File: src/rtl/rv32m_issue_queue.sv
// rtl/rv32m_issue_queue.sv - RV32M op queue feeding a non-pipelined mul/div unit with writeback register
module rv32m_issue_queue #(
  parameter int DEPTH = 4,
  parameter int TAG_W = 5
) (
  input  logic                     clk,
  input  logic                     rst_n,
  input  logic                     in_valid,
  output logic                     in_ready,
  input  logic [4:0]               in_op_sel,
  input  logic [31:0]              in_rs1,
  input  logic [31:0]              in_rs2,
  input  logic [TAG_W-1:0]         in_rd,
  output logic                     in_err,
  input  logic                     flush,
  output logic                     md_op_valid,
  output logic [4:0]               md_op_sel,
  output logic [31:0]              md_rs1,
  output logic [31:0]              md_rs2,
  input  logic                     md_busy,
  input  logic                     md_done,
  input  logic [31:0]              md_result,
  output logic                     wb_valid,
  input  logic                     wb_ready,
  output logic [TAG_W-1:0]         wb_rd,
  output logic [31:0]              wb_data,
  output logic [$clog2(DEPTH):0]   count
);

  localparam int PW = $clog2(DEPTH);
  localparam logic [PW:0] FULL_CNT = (PW+1)'(DEPTH);

  typedef enum logic [1:0] {IDLE, ISSUE, WAIT, DRAIN} state_t;
  state_t state;

  logic [4:0]       q_op  [DEPTH];
  logic [31:0]      q_rs1 [DEPTH];
  logic [31:0]      q_rs2 [DEPTH];
  logic [TAG_W-1:0] q_rd  [DEPTH];
  logic [PW-1:0]    rd_ptr;
  logic [PW-1:0]    wr_ptr;

  logic full;
  logic offer;
  logic push;
  logic load;

  // The head stays in the FIFO while in flight, so a full queue is never ready
  assign full     = (count == FULL_CNT);
  assign in_ready = !full && (state != DRAIN);
  assign offer    = in_valid && in_ready;
  assign push     = offer && in_op_sel[4] && !flush;
  assign load     = (state == WAIT) && md_done && !flush;

  // Operands come straight from the head; it only pops on md_done so they stay stable
  assign md_op_sel = q_op[rd_ptr];
  assign md_rs1    = q_rs1[rd_ptr];
  assign md_rs2    = q_rs2[rd_ptr];

  // FIFO payload storage, written on accepted pushes only
  always_ff @(posedge clk) begin
    if (push) begin
      q_op[wr_ptr]  <= in_op_sel;
      q_rs1[wr_ptr] <= in_rs1;
      q_rs2[wr_ptr] <= in_rs2;
      q_rd[wr_ptr]  <= in_rd;
    end
  end

  // Pointers and occupancy; flush empties the queue outright
  always_ff @(posedge clk) begin
    if (!rst_n || flush) begin
      rd_ptr <= '0;
      wr_ptr <= '0;
      count  <= '0;
    end else begin
      if (push) wr_ptr <= wr_ptr + PW'(1);
      if (load) rd_ptr <= rd_ptr + PW'(1);
      case ({push, load})
        2'b10:   count <= count + (PW+1)'(1);
        2'b01:   count <= count - (PW+1)'(1);
        default: count <= count;
      endcase
    end
  end

  // Issue sequencing; the unit cannot be aborted, so a flush while busy waits out md_done
  always_ff @(posedge clk) begin
    if (!rst_n) begin
      state       <= IDLE;
      md_op_valid <= 1'b0;
    end else begin
      md_op_valid <= 1'b0;
      case (state)
        IDLE: begin
          if (!flush && (count != '0) && !md_busy && (!wb_valid || wb_ready)) begin
            state       <= ISSUE;
            md_op_valid <= 1'b1;
          end
        end
        ISSUE: state <= flush ? DRAIN : WAIT;
        WAIT: begin
          if (md_done)    state <= IDLE;
          else if (flush) state <= DRAIN;
        end
        DRAIN: begin
          if (md_done) state <= IDLE;
        end
        default: state <= IDLE;
      endcase
    end
  end

  // Writeback register: loads on completion, holds until consumed, cleared by flush
  always_ff @(posedge clk) begin
    if (!rst_n) begin
      wb_valid <= 1'b0;
      wb_rd    <= '0;
      wb_data  <= '0;
    end else if (flush) begin
      wb_valid <= 1'b0;
    end else if (load) begin
      wb_valid <= 1'b1;
      wb_rd    <= q_rd[rd_ptr];
      wb_data  <= md_result;
    end else if (wb_ready) begin
      wb_valid <= 1'b0;
    end
  end

  // One-cycle error pulse for an offered op outside the RV32M encoding
  always_ff @(posedge clk) begin
    if (!rst_n) in_err <= 1'b0;
    else        in_err <= offer && !in_op_sel[4];
  end

endmodule

File: config.mk
export PLATFORM = sky130hd
export DESIGN_NAME = rv32m_issue_queue
export DESIGN_NICKNAME = d
export VERILOG_FILES = /design/src/rtl/rv32m_issue_queue.sv
export SDC_FILE = /design/constraint.sdc
export NUM_CORES = 1
export LEC_CHECK = 0
export CORE_AREA = 2 2 169 171
export DETAILED_ROUTE_END_ITERATION = 16
export DIE_AREA = 0 0 171 173
export PLACE_DENSITY = 0.83
export REMOVE_ABC_BUFFERS = 1
export SYNTH_ARGS = -nofsm -noshare
export SYNTH_HDL_FRONTEND = slang
export SYNTH_SLANG_ARGS = --single-unit
File: constraint.sdc
create_clock -name clk -period 4 [get_ports clk]
set_input_delay 1.2 -clock clk [delete_from_list [all_inputs] [get_ports clk]]
set_output_delay 1.2 -clock clk [all_outputs]
set_load 0.005 [all_outputs]
==> results.md, run 1 <==
- The final layout contains 995 nets.
- Summed over all layers, the global routing overflow is 0.
- The number of gates resized after cts is 0.
- The netlist uses 40 different library cells.
- In this run the power spent charging and discharging nets is 1480 µW.
- Based on the critical path, the design can be clocked at up to between 200 and 300 MHz.
- The final-layout worst hold slack is 452 ps.
- The portion of total power attributed to combinational logic is under 10%.
- After synthesis the cells add up to 12800 µm².
- The number of search-and-repair iterations in the first detailed-routing pass is 4.
- The kind of cell with the highest combined delay along the critical path is buffers and inverters.
- The proportion of synthesized flip-flops having asynchronous set or reset is 0%.
- The TritonCTS clock tree is yes.
- The switching share of power is 19.9%.
- The number of antenna diodes in the final layout is 0.
- The critical path runs through a total of 3 cells.
- The core region is 27600 µm².
- The path class of the tightest hold or removal check is flop to flop.
- STA classifies the critical path endpoint as an output pin.
- The leakage power figure is 0.00525 µW.
- Counting flops and latches in the post-synthesis netlist gives approximately 350.
- The share of the Yosys chip area taken by registers is 77.3%.
- After clock tree synthesis, the setup repair step added 0 buffers.
- The insertion delay to the later sink of the worst-skew pair is 530 ps.
- After synthesis, the most frequently instantiated cells are sky130_fd_sc_hd__edfxtp_1 (296), sky130_fd_sc_hd__mux4_2 (74), sky130_fd_sc_hd__nand2_1 (74).
- The final total power is 7410 µW.
- The number of sinks handled by clock tree synthesis is 347.
- The first global-routing pass estimated roughly 38000 µm of wire.
- Headroom to the max-slew limit came out at 64.5%.
- Data on the critical path is required at its endpoint by 2800 ps.
- The largest fanout of any net on the critical path is 39.
- The smallest clock period supported by the final layout is computed as 3590 ps.
- The transition time at the pin with the least slew margin is 533 ps.
- The count of nets left with antenna violations once routing finished came out at 0.
- CTS placed an instance of sky130_fd_sc_hd__clkbuf_16 at the clock tree root.
- In this run the critical register-to-register path is launched from count[2]$_SDFFE_PP0P_.
- The count of non-filler cells in the finished layout is 1281.
- Among all stages on the critical path, the largest delay is contributed by sky130_fd_sc_hd__mux4_2.
- For this run, the leading register cell type out of synthesis is sky130_fd_sc_hd__edfxtp_1.
- The initial utilization of the core area, before any placement, comes to 46.4%.
- Counting tap cells, the placed design contains a total of 1216 instances.
- In the routed layout, each cell is associated on average with a via count of 5.13.
- The cell type contributing the most total cell area after synthesis is sky130_fd_sc_hd__edfxtp_1.
- The synthesized area divided by synthesized cell count is around 20 µm².
- Dividing the final minimum period by the clock period gives 89.9%.
- Setup repair after global routing left no endpoint under its margin.
- The yosys synthesis warning count is 0.
- Clock-pin slew was measured on the worst setup and hold paths at 60 ps.
- Yosys mapped a number of flops with a built-in enable equal to 296.
- The worst stage delay on the critical path is between 500 and 600 ps.
- Wires add up to 24900 µm.
- 226 I/O pins were placed.
- The most common cell in the netlist is sky130_fd_sc_hd__edfxtp_1.
- The number of hold buffers added after CTS was 0.
- The data arrival at the endpoint of the critical path is approximately 2400 ps.
- Setup violations remaining at the end of the flow were counted as 0.
- By area the synthesized netlist is led by sky130_fd_sc_hd__edfxtp_1 (69%), sky130_fd_sc_hd__mux4_2 (13%), sky130_fd_sc_hd__dfxtp_1 (8.0%).
- The total via count after detailed routing is ~6.6k.
- Detailed routing placed a total of roughly 13000 µm of wire on met2.
- The final-report hold violation count is 0.
- The number of clock buffers inserted by TritonCTS is 36.
- Compared with the post-synthesis result, the final layout area differs by 30.3%.
- In this run the tool buffered the top-level ports with 225 buffer cells.
- The endpoint of the worst-slack reg-to-reg timing path is count[2]$_SDFFE_PP0P_.
- The kind of critical path is flop to output pin.
- Between clock sinks in the finished design, the worst skew comes to 13.8 ps.
- The number of rows in the core area is 61.
- The critical path goes through buf_12 > mux4_2 > clkdlybuf4s50_1.
- After detailed routing, the met3 layer carries 1410 µm of wire.
- The share of final-layout standard cells stronger than drive strength 1 is 16.7%.
- The clock passes through at most 3 buffers.
- The reported max-cap violation count is 0.
- The area of all placed cells without fillers is 16700 µm².
- The worst path buffer plus inverter count is 2.
- The internal portion of total power is 5940 µW.
- In the final routed layout, each cell accounts on average for 19.4 µm.
- The number of design-rule violations left by the first detailed-router iteration is 431.
- Counting every instance in the synthesized netlist gives 632.
- The worst setup path is launched from a flop.
- The worst register-to-register path has a depth of 9.
- Entering global routing, the biggest net connects 75 pins.
- After detailed routing, the number of remaining DRC violations is 0.
- In this run the register-to-register setup slack is 1730 ps.
- The hold path startpoint is wb_data[8]$_SDFFE_PN0P_.
- Registers are responsible for about 53% of the overall power.
- The worst hold path was traced through 2 stages.
- The total power per unit cell area is 444 nW/µm².
- Setup slack closes at approximately 400 ps.
- The post-detailed-placement cell area is 15500 µm².
- The flow ran to the end, and the final reports show no timing, DRC or antenna violations.
- The number of global-route vias before repair is about 6.9k.
- CTS built an H-tree with a depth of 2.
- The floorplan step set the die width to between 150 and 200 µm.
- The share of total power dissipated in the clock network is 42.8%.
- The final-report max-slew violation count was 0.
- The die covers about 30000 µm².
- The global-route usage over all layers is between 10% and 20%.
- The endpoint of the worst hold path is wb_data[8]$_SDFFE_PN0P_.
- The overall die height is approximately 170 µm.
- Routability-driven placement finished with a final weighted congestion of 0.764.
- The number of antenna violations at the first check in global routing is 0.
- The worst-case IR drop observed on VDD is 0.378 mV.
- The placed wire-length estimate after detailed placement is 15500 µm.
- The highest metal layer with signal wires is met4.
- The share of the synthesized area in the top cell type is 69.4%.
- The wire length on met1 is 10000 µm.
- Timing analysis after detailed placement gives a worst setup slack of 573 ps.
==> tightest hold or removal path: stages (launching register included) <==
cell	delay (ps)
sky130_fd_sc_hd__dfxtp_1	300
sky130_fd_sc_hd__nand2_1	50
sky130_fd_sc_hd__a21boi_1	50
==> worst max path at each step <==
stage | to | slack [ps] | from
global placement | count[2]$_SDFFE_PP0P_ | 610 | flush
finish | md_rs1[25] | 410 | flop
global route | md_rs1[6] | 280 | flop
floorplan | md_op_sel[0] | -790 | flop
detailed placement | count[2]$_SDFFE_PP0P_ | 570 | flush
CTS | md_rs1[25] | 340 | flop
==> power by group through the flow <==
stage | Sequential, µW | Clock [µW] | Combinational [µW]
6_report | 3960 | 3170 | 277
5_1_grt | 3960 | 3400 | 298
4_1_cts | 3960 | 3250 | 280
3_5_place_dp | 4040 | 0 | 279
3_3_place_gp | 4040 | 0 | 271
2_1_floorplan | 4040 | 0 | 59.4
==> cells in the final DEF (no fill, tap or decap), drive strengths merged <==
master / n
nand2: 74
clkdlybuf4s50: 225
nor2b: 2
edfxtp: 296
nor2: 9
o21ba: 1
o21ai: 3
xor2: 2
clkinvlp: 3
nor3b: 1
bufinv: 2
nand3: 10
ha: 5
mux2: 1
o41ai: 1
buf: 14
o31ai: 1
nand2b: 2
nand4bb: 1
clkinv: 18
or3: 2
a21bo: 1
or3b: 1
nor4: 1
clkbuf: 39
and3: 1
or2: 1
nor3: 2
dfxtp: 51
a21boi: 33
a21oi: 8
nor4b: 1
nand4: 1
mux4: 74
fa: 1
inv: 11
and2: 4
==> kinds of logic (layout without fill, tap and decap cells) <==
family	after synthesis	after routing	synth area share (%)
AND/OR/NAND/NOR	113	113	4.12
buffers and inverters	41	312	2.01
adder cells (fa/ha/maj)	6	6	0.645
XOR/XNOR	2	2	0.137
multiplexers	75	75	13.1
AO/OA/AOI/OAI	48	48	2.65
flip-flops	347	347	77.3
==> stage by stage <==
stage,TNS [ps],util [%]
floorplan,-54280,-
global placement,0,56.3
detailed placement,0,56.3
CTS,0,60.4
global route,0,60.4
finish,0,60.4
==> metal layers <==
metal	up-vias	track usage (%)
li1	2993	-
met2	190	29.2
met3	48	3.87
met5	-	0
met4	0	6.00
met1	3337	21.0
==> state kept, by name, summed over array words and instances, names as in the netlist, 2 cells and up, named ones only <==
register  cells
wb_data      32
q_rd         20
rd_ptr        2
q_rs2       128
q_rs1       128
wr_ptr        2
q_op         20
state         2
count         3
wb_rd         5
==> final cells by class <==
cell class,instances,area [µm²]
Clock inverter,26,233
Multi-Input combinational cell,244,2660
Tap cell,378,473
Timing Repair Buffer,239,2470
Inverter,8,30.0
Clock buffer,39,912
Fill cell,1994,10900
Sequential cell,347,9920
Note: power is estimated with default switching activity, not from simulation.
==> inputs of run 2 (changes only) <==
--- a/config.mk
+++ b/config.mk
@@ -9,7 +9,6 @@
 export DETAILED_ROUTE_END_ITERATION = 16
 export DIE_AREA = 0 0 171 173
 export PLACE_DENSITY = 0.83
-export REMOVE_ABC_BUFFERS = 1
 export SYNTH_ARGS = -nofsm -noshare
 export SYNTH_HDL_FRONTEND = slang
 export SYNTH_SLANG_ARGS = --single-unit
==> run 2 against run 1 <==
  * Cell count rose by 0.55%
  * Die area stayed put
  * Critical path depth unchanged
  * Non-clock buffer count grew 4
  * Clock power rose by 5%
  * Register-to-register slack lost 50 ps
  * Cell area increased by 0.64%
  * Via count increased by 1.0%
  * Utilization is 0.38 points higher
  * Wire length increased by 4.5%
  * Clock skew barely moved
  * Largest cell class unchanged
==> results.md, run 2 (synthesized netlist as in run 1, its figures left out) <==
- The startpoint kind of the worst setup timing path is a flop (unchanged).
- The final critical delay including setup and external delays is 3520 ps (was 3590 ps).
- The kind of critical path is flop to output pin (unchanged).
- The slowest library cell on the worst path is sky130_fd_sc_hd__mux4_2 (unchanged).
- The die width is 171 µm (unchanged).
- The most frequent standard cell in the layout excluding fill and tap cells is sky130_fd_sc_hd__edfxtp_1 (unchanged).
- The count of non-filler cells in the finished layout was 1288 (was 1281).
- The top-level I/O count was 226 (unchanged).
- The number of rows in the core area is 61 (unchanged).
- The final-layout worst hold slack came to 453 ps (was 452 ps).
- The remaining max-slew budget at the tightest pin came to 67.5% (was 64.5%).
- The root buffer cell is sky130_fd_sc_hd__clkbuf_16 (unchanged).
- The per-cell routed wire length is 20.2 µm (was 19.4 µm).
- The post-route setup TNS is 0 ps (unchanged).
- The residual antenna-violating net count after detailed routing is 0 (unchanged).
- The endpoint kind of the worst setup timing path was an output pin (unchanged).
- The reported max-cap violation count is 0 (unchanged).
- The core area was 27600 µm² (unchanged).
- The number of sinks handled by clock tree synthesis came to 347 (unchanged).
- The count of nets after finishing is 1000 (was 995).
- The worst-case clock skew is 13.8 ps (about the same).
- The number of buffer cells added on primary ports was 225 (unchanged).
- The share of final-layout standard cells stronger than drive strength 1 is 17.2% (was 16.7%).
- The total congestion overflow came to 0 (unchanged).
- The post-CTS clock slew at the launch and capture registers of the worst setup and hold paths is 60 ps (about the same).
- The final total power came to 7570 µW (was 7410 µW).
- The number of clock buffers inserted by TritonCTS came to 37 (was 36).
- The final-report hold violation count was 0 (unchanged).
- Cell-by-cell listing of the critical path: buf_12 > mux4_2 > clkdlybuf4s50_1 (unchanged).
- The largest fanout of any net on the critical path was 45 (was 39).
- The share of the cycle needed by the critical path after routing is 87.9% (was 89.9%).
- The synthesized net count is 751.
- The data required time at the worst endpoint is 2800 ps (about the same).
- The effective utilization at floorplan is 46.4% (unchanged).
- The post-CTS setup-driven buffer insertion count was 0 (unchanged).
- Biggest regs: q_rs1 (128), q_rs2 (128), wb_data (32) (unchanged).
- The global-route usage over all layers is 17.7% (was 16.9%).
- The first-pass GRT wire length is 40200 µm (was 38400 µm).
- The depth of the worst register-to-register path is 9 (unchanged).
- The placed wire-length estimate after detailed placement is 16000 µm (was 15500 µm).
- The overall die height came to 173 µm (unchanged).
- The leakage power figure is 0.00530 µW (was 0.00525 µW).
- The post-detailed-placement cell area was 15600 µm² (was 15500 µm²).
- The number of cells on the worst hold path came to 2 (unchanged).
- The routability congestion estimate from global placement is 0.741 (was 0.764).
- The final-report max-slew violation count is 0 (unchanged).
- Result of the run: complete, no violations (unchanged).
- The insertion delay to the later sink of the worst-skew pair is 510 ps (was 530 ps).
- The vias per cell came to 5.15 (was 5.13).
- The total wirelength of the detailed-routed design is 26000 µm (was 24900 µm).
- The CTS H-tree depth is 2 (unchanged).
- The transition time at the pin with the least slew margin is 487 ps (was 533 ps).
- The pin count of the biggest net entering global routing is 47 (was 75).
- The largest buffer count on any clock path is 3 (unchanged).
- The TritonCTS clock tree is yes (unchanged).
- The number of antenna violations at the first check in global routing is 2 (was 0).
- The number of design-rule violations left by the first detailed-router iteration was 547 (was 431).
- RSZ-0062 raised after global routing: no (unchanged).
- The full die area came to 29600 µm² (unchanged).
- The placed instance count came to 1220 (was 1216).
- The growth of design area from synthesis to finish is 31.1% (was 30.3%).
- The total power per unit cell area is 451 nW/µm² (was 444 nW/µm²).
- The total via count after detailed routing is 6635 (was 6568).
- The area of all placed cells without fillers was 16800 µm² (was 16700 µm²).
- The number of search-and-repair iterations in the first detailed-routing pass is 4 (unchanged).
- Top library cells by usage in the layout, fill and taps aside: sky130_fd_sc_hd__edfxtp_1 (296), sky130_fd_sc_hd__clkdlybuf4s50_1 (225), sky130_fd_sc_hd__mux4_2 (74), sky130_fd_sc_hd__nand2_1 (74), sky130_fd_sc_hd__dfxtp_1 (49) (unchanged).
- The worst stage delay on the critical path came to 610 ps (was 550 ps).
- The maximum VDD drop was 0.320 mV (was 0.378 mV).
- The fmax is 284 MHz (was 278 MHz).
- The data arrival at the endpoint of the critical path is 2320 ps (was 2390 ps).
- The detailed-route DRC error count came to 0 (unchanged).
- The number of gates resized after cts is 0 (unchanged).
- The number of global-route vias before repair is 7161 (was 6922).
- The total setup violations reported at the end of the flow came to 0 (unchanged).
- The count of hold-fix buffers inserted at cts was 0 (unchanged).
- The kind of path behind the tightest hold check is flop to flop (unchanged).
-- run 2: metrics by stage --
stage          utilization, %  setup slack [ps]
2_1_floorplan               -               124
3_3_place_gp             56.5               584
3_5_place_dp             56.5               515
4_1_cts                  60.8               418
5_1_grt                  60.8               374
6_report                 60.8               484
-- run 2: final cells by class --
cell class                 instances  area [µm²]
sequential                       347        9920
clock buffer                      48         988
fill                            1999       10800
clock inverter                    19         205
timing repair buffer             243        2520
multi-input combinational        244        2660
antenna                            1        2.50
inverter                           8        30.0
tap                              378         473
-- run 2: layer usage --
layer,global-route usage [%],vias up,share of wire (%)
li1,-,3006,-
met1,22.9,3340,40
met4,4.59,4,2.0
met5,0,-,0.10
met2,29.5,238,50
met3,5.13,47,8.1
-- run 2: final timing paths --
check | endpoint | slack, ps | from
worst max-delay path | md_rs2[11] | 480 | flop
worst min-delay path | wb_data[14]$_SDFFE_PN0P_ | 450 | wb_data[14]$_SDFFE_PN0P_
worst max register to register | count[2]$_SDFFE_PP0P_ | 1680 | count[2]$_SDFFE_PP0P_
worst min register to register | wb_data[14]$_SDFFE_PN0P_ | 450 | wb_data[14]$_SDFFE_PN0P_
-- run 2: report_power, final --
group	internal, µW	switching [µW]
Combinational	176	108
Clock	2010	1320
Sequential	3950	9.97
-- run 2: critical path: cells and delay by family, from the launching register on --
| family | cells | cell delay, ps |
|---|---|---|
| mux | 1 | 610 |
| flops | 1 | 370 |
| buf+inv | 2 | 800 |
